<file path="src/rtl/udp_sum_pkg.sv">
// Shared types and constants for the UDP payload sum controller.
package udp_sum_pkg;
  localparam int SUM_LAT    = 3;
  localparam int WORDS      = 8;
  localparam int WORD_W     = 32;
  localparam int RES_BEAT_W = 16;

  typedef struct packed {
    logic [WORD_W-1:0]     sum;
    logic [RES_BEAT_W-1:0] beats;
  } sum_result_t;

  // One stage of the latency-matching delay line
  typedef struct packed {
    logic                  last;
    logic [RES_BEAT_W-1:0] beats;
  } dl_entry_t;
endpackage

</file>
<file path="src/rtl/sum_result_fifo.sv">
// First-word fall-through FIFO holding completed frame sums.
module sum_result_fifo
  import udp_sum_pkg::*;
#(
  parameter int DEPTH = 4,
  localparam int CW = $clog2(DEPTH + 1),
  localparam int AW = $clog2(DEPTH)
) (
  input  logic          clk,
  input  logic          rst,
  input  logic          push,
  input  sum_result_t   push_data,
  input  logic          pop,
  output sum_result_t   rd_data,
  output logic          empty,
  output logic [CW-1:0] count
);
  sum_result_t mem [DEPTH];
  logic [AW-1:0] wptr, rptr;
  logic full, do_push, do_pop;

  assign empty   = (count == '0);
  assign full    = (count == CW'(DEPTH));
  assign do_push = push && !full;
  assign do_pop  = pop && !empty;
  assign rd_data = mem[rptr];

  always_ff @(posedge clk) begin
    if (do_push) mem[wptr] <= push_data;
  end

  always_ff @(posedge clk) begin
    if (rst) begin
      wptr  <= '0;
      rptr  <= '0;
      count <= '0;
    end else begin
      if (do_push) wptr <= (wptr == AW'(DEPTH - 1)) ? '0 : wptr + 1'b1;
      if (do_pop)  rptr <= (rptr == AW'(DEPTH - 1)) ? '0 : rptr + 1'b1;
      case ({do_push, do_pop})
        2'b10:   count <= count + 1'b1;
        2'b01:   count <= count - 1'b1;
        default: count <= count;
      endcase
    end
  end

  // Upstream flow control reserves a slot for every in-flight frame end
  a_no_overflow: assert property (@(posedge clk) disable iff (rst) !(push && full));
endmodule

</file>
<file path="src/rtl/sum_frame_ctrl.sv">
// Frame controller around the tree-adder sum stage: feeds beats, tracks the
// stage latency and captures per-frame sums into a result FIFO.
module sum_frame_ctrl
  import udp_sum_pkg::*;
#(
  parameter int RES_DEPTH = 4,
  parameter int BEAT_W    = RES_BEAT_W
) (
  input  logic                      clk,
  input  logic                      rst,
  input  logic [WORDS*WORD_W-1:0]   s_data,
  input  logic [WORDS-1:0]          s_keep,
  input  logic                      s_valid,
  input  logic                      s_last,
  output logic                      s_ready,
  output logic [WORDS*WORD_W-1:0]   sum_payload,
  output logic                      sum_ce,
  output logic                      sum_clear,
  input  logic [WORD_W-1:0]         sum_in,
  output logic [WORD_W-1:0]         m_sum,
  output logic [BEAT_W-1:0]         m_beats,
  output logic                      m_valid,
  input  logic                      m_ready
);
  localparam int CW = $clog2(RES_DEPTH + 1);
  localparam int IW = $clog2(SUM_LAT + 1);

  logic accept;
  logic [BEAT_W-1:0] beat_cnt, beat_inc;
  dl_entry_t [SUM_LAT-1:0] dl;
  logic [IW-1:0] inflight;
  logic [CW:0] occ;
  logic [CW-1:0] fifo_count;
  logic fifo_empty;
  sum_result_t push_data, rd_data;

  assign accept = s_valid && s_ready;

  always_comb begin
    sum_payload = '0;
    for (int w = 0; w < WORDS; w++)
      if (accept && s_keep[w]) sum_payload[w*WORD_W +: WORD_W] = s_data[w*WORD_W +: WORD_W];
  end

  // Holding CE low while in reset clears the whole sum stage
  always_ff @(posedge clk) begin
    if (rst) sum_ce <= 1'b0;
    else     sum_ce <= 1'b1;
  end

  assign beat_inc = (&beat_cnt) ? beat_cnt : beat_cnt + 1'b1;

  always_ff @(posedge clk) begin
    if (rst)         beat_cnt <= '0;
    else if (accept) beat_cnt <= s_last ? '0 : beat_inc;
  end

  always_ff @(posedge clk) begin
    if (rst) begin
      dl <= '0;
    end else begin
      dl[0] <= '{last: accept && s_last, beats: RES_BEAT_W'(beat_inc)};
      for (int i = 1; i < SUM_LAT; i++) dl[i] <= dl[i-1];
    end
  end

  always_comb begin
    inflight = '0;
    for (int i = 0; i < SUM_LAT; i++) inflight = inflight + IW'(dl[i].last);
  end

  assign occ     = {1'b0, fifo_count} + (CW+1)'(inflight);
  assign s_ready = sum_ce && (occ < (CW+1)'(RES_DEPTH));

  // Capture and clear on the same edge so the next frame starts from zero
  assign sum_clear = dl[SUM_LAT-1].last;
  assign push_data = '{sum: sum_in, beats: dl[SUM_LAT-1].beats};

  sum_result_fifo #(.DEPTH(RES_DEPTH)) u_fifo (
    .clk       (clk),
    .rst       (rst),
    .push      (sum_clear),
    .push_data (push_data),
    .pop       (m_ready),
    .rd_data   (rd_data),
    .empty     (fifo_empty),
    .count     (fifo_count)
  );

  assign m_valid = !fifo_empty;
  assign m_sum   = m_valid ? rd_data.sum : '0;
  assign m_beats = m_valid ? BEAT_W'(rd_data.beats) : '0;
endmodule

</file>
<file path="config.mk">
export PLATFORM = sky130hd
export DESIGN_NAME = sum_frame_ctrl
export DESIGN_NICKNAME = d
export VERILOG_FILES = /design/src/rtl/udp_sum_pkg.sv /design/src/rtl/sum_result_fifo.sv /design/src/rtl/sum_frame_ctrl.sv
export SDC_FILE = /design/constraint.sdc
export NUM_CORES = 1
export LEC_CHECK = 0
export ABC_CLOCK_PERIOD_IN_PS = 2900
export CORE_AREA = 4 4 232 234
export CTS_CLUSTER_SIZE = 12
export DETAILED_ROUTE_END_ITERATION = 8
export DIE_AREA = 0 0 236 238
export PLACE_DENSITY_LB_ADDON = 0.25
export SYNTH_ARGS = -nofsm -noshare
export SYNTH_HDL_FRONTEND = slang
export SYNTH_HIERARCHICAL = 1
export SYNTH_SLANG_ARGS = --single-unit
</file>
<file path="constraint.sdc">
create_clock -name clk -period 2.9 [get_ports clk]
set_input_delay 0.58 -clock clk [delete_from_list [all_inputs] [get_ports clk]]
set_output_delay 0.58 -clock clk [all_outputs]
set_load 0.01 [all_outputs]
</file>
==> impl_summary.log <==
[metrics] sum of negative setup slack: -84.11 ns
[metrics] Iter 0 DRT Violations: approximately 760
[metrics] headroom to the max-slew limit: a little under half
[metrics] proportion of register bits with asynchronous set or reset after synthesis: 0%
[metrics] number of cell rows: between 80 and 90
[metrics] violated checks: setup timing
[metrics] register area: 7315 µm²
[metrics] CP Class: register to output port
[metrics] effective utilization at floorplan: between 20% and 30%
[metrics] status: complete, but fails checks
[metrics] pins over their slew limit: 0
[metrics] clock tree skew after final layout: about 0.012 ns
[metrics] CTS tree: built
[metrics] Buffers on Ports: between 600 and 700
[metrics] internal power summed over all cells: around 7 mW
[metrics] max-capacitance violation count: 0
[metrics] routed wire length per instance: 29.57 µm
[metrics] portion of the post-synthesis area used by sequential elements: about three fifths
[metrics] number of H-tree branching levels: 1
[metrics] area of the multi-input gates: ~4900 µm²
[metrics] clock sink count: 269
[metrics] number of synthesis warnings: 6
[metrics] Total Routed Length: 67960 µm
[metrics] # DRC: 0
[metrics] HP Class: register to register
[metrics] cell at the root of the clock tree: clkbuf_16
[metrics] worst path arrival time: roughly 2.7 ns
[metrics] sequential group share of total power: 45.5%
[metrics] synth-to-layout area growth: 75.10%
[metrics] NumNets Final: between 1500 and 2000
[metrics] highest ir drop seen on vdd: 0.0003517 V
[metrics] number of vias per cell: 4.790
[metrics] Switching Share: between 20% and 30%
[metrics] Design Power: 9.054 mW
[metrics] Initial DRT Pass Iterations: 5
[metrics] crit path max fanout: 12
[metrics] x dimension of the die: 236 µm
[metrics] Clock Path Buffers: 3
[metrics] post-route worst setup slack: -0.3761 ns
[metrics] Cell Count Post-Placement: 2216
[metrics] number of buffers inserted by hold repair at cts: 0
[metrics] total of flip-flops plus latches after synthesis: 269
[metrics] Overall Global Routing Usage: 22.52%
[metrics] main flop type after synthesis: edfxtp_1
[metrics] syn_nets: 1253
[metrics] wire length of the first global-routing pass: 89950 µm
[metrics] post-detailed-route count of antenna-violating nets: 0
[metrics] proportion of layout cells with a drive suffix above 1: 33.23%
[metrics] maximum number of pins on one net before global-route repair: 68
[metrics] final period demand of the worst path: 3.276 ns
[metrics] data required time of the critical path: about 2.3 ns
[metrics] die area: ~56000 µm²
[metrics] synthesized instance count: approximately 940
[metrics] Overflow after GRT: 0
[metrics] IO Count: 609
[metrics] final number of hold-violating endpoints: 0
[metrics] distinct cell type count of the synthesized netlist: 54
[metrics] pin slew with the least headroom to its limit: 0.7912 ns
[metrics] startpoint types: register
[metrics] Avg Inst Size Synth: ~13 µm²
[metrics] Switch Pwr: 2.039 mW
[metrics] critical path endpoint category: output port
[metrics] Comb power frac: 16.0%
[metrics] latest clock arrival within the worst-skew pair: 0.53 ns
[metrics] placer's final routability congestion estimate: 0.9887
[metrics] fraction of the cycle the final worst path needs: 113.0%
[metrics] non-filler instance count after layout: roughly 2300
[metrics] setup slack at placement: -0.3644 ns
[metrics] die height: roughly 240 µm
[metrics] portion of total power attributed to the clock network: around two fifths
[metrics] leakage power total: 8.328 nW
[metrics] # fillers: 4962
[metrics] final count of negative-setup-slack endpoints: 299
[metrics] antenna violations before repair: 22
[metrics] post-route core utilization: between 40% and 50%
[metrics] fmax: 0.3052 GHz
[metrics] number of flops mapped to enable cells by yosys: about 190
[metrics] unrepaired setup endpoints after global routing: yes
[metrics] total CTS buffers: 28
[metrics] clock slew seen by the registers of the worst setup and hold paths: roughly 0.06 ns
[metrics] area inside the core boundary: around 52000 µm²
[metrics] post-synthesis instance area: 12160 µm²
[metrics] final HPWL from detailed placement: 54910 µm
[metrics] total via count after detailed routing: 11010
[metrics] cell area power density: 425.4 nW/µm²
[metrics] vias in the first global route: 10690
## critical path, cell delays in order, from the launching register on
cell      delay, ns
dfxtp_2        0.33
inv_2          0.04
fa_2           0.37
inv_2          0.07
ha_4           0.18
nand3b_1       0.12
and3b_4        0.24
buf_12         0.15
buf_12         0.12
buf_12         0.11
buf_16         0.12
and3_1         0.16
buf_4          0.13
## stage by stage
step / hold WS [ns] / instance area, µm²
finish: 0.4348 / 21290
global route: 0.4492 / 21280
floorplan: 0.4138 / 12160
detailed placement: 0.4239 / 19430
global placement: 0.4174 / 19430
CTS: 0.4363 / 20870
## power groups by stage
stage          logic (mW)  registers (mW)  clock network (mW)
2_1_floorplan       0.301            4.20                   0
3_3_place_gp         1.31            4.20                   0
3_5_place_dp         1.31            4.20                   0
4_1_cts              1.40            4.12                3.58
5_1_grt              1.49            4.12                3.75
6_report             1.45            4.12                3.48
## layer usage
layer / global-route usage [%] / wire (µm) / share of wire [%] / vias to the layer above
met1: 32.71 / 31420 / 46 / 5556
met4: 3.221 / 982 / 1.4 / 30
met5: 0 / 175 / 0.26 / -
met2: 32.54 / 29060 / 43 / 471
met3: 8.888 / 6322 / 9.3 / 87
li1: - / - / - / 4863
## cells in the final DEF, fill, tap and decap left out, drive strengths merged, types with 5 or more instances in the layout
master	instances
clkbuf	57
clkdlybuf4s15	75
nor3	13
dfxtp	77
nor2b	81
a211oi	6
edfxtp	192
ha	8
o21ai	13
a21oi	14
nand3	12
nor2	16
a31oi	9
clkdlybuf4s50	351
nand4	11
inv	20
nand2	15
and3	263
buf	254
dlygate4sd2	13
mux4	48
nor4	5
## Yosys cell counts, drive strengths merged, types with 5 or more instances
library cell  count  area share (%)
and3            263              14
edfxtp          192              47
nor2b            81             4.2
dfxtp            77              13
clkbuf           70             2.2
mux4             48             8.9
inv              19            0.59
buf              18            0.95
nor2             16            0.49
nand2            15            0.46
a21oi            14            0.58
nor3             13            0.54
o21ai            13            0.54
nand3            12            0.49
nand4            11            0.74
a31oi             9            0.46
ha                8            0.82
a211oi            6            0.37
nor4              5            0.31
## logic make-up after synthesis
family          count (synthesis)  synth area share (%)
flops                         269                 60.11
fa+ha+maj                      10                 1.153
simple gates                  440                 22.34
mux                            52                 9.222
buf+inv                       107                 3.695
xor+xnor                        6                0.4323
compound gates                 58                 3.047
## cell type report
class                           instances  area share (%)
Multi-Input combinational cell        566           22.83
Antenna cell                            3         0.03527
Clock buffer                           49           4.085
Sequential cell                       269           34.36
Inverter                               19          0.3350
Tap cell                              688           4.044
Clock inverter                          3          0.2057
Timing Repair Buffer                  701           34.10
## worst paths after layout
check                               start                           end  slack (ns)  cells past startpoint
max          u_fifo/count[0]$_SDFFE_PP0P_              sum_payload[116]       -0.38                     12
min                     dl[26]$_SDFF_PP0_             dl[43]$_SDFF_PP0_        0.43                      1
max reg2reg  u_fifo/count[1]$_SDFFE_PP0P_  u_fifo/count[2]$_SDFFE_PP0P_        0.35                     10
min reg2reg             dl[26]$_SDFF_PP0_             dl[43]$_SDFF_PP0_        0.43                      1
## timing repair
item,in CTS,in global routing
pin swaps,10,1
endpoints found under the setup margin,305,305
cloned,11,4
setup buffers,12,2
gates resized for setup,1074,77
## flip-flops by register name, summed over array words and instances, names as in the netlist, named ones only
register and count:
beat_cnt 16, dl 50, u_fifo/rptr 2, u_fifo/count 3
u_fifo/wptr 2, sum_clear 1, u_fifo/mem 192, sum_ce 1
Note: power is estimated with default switching activity, not from simulation.
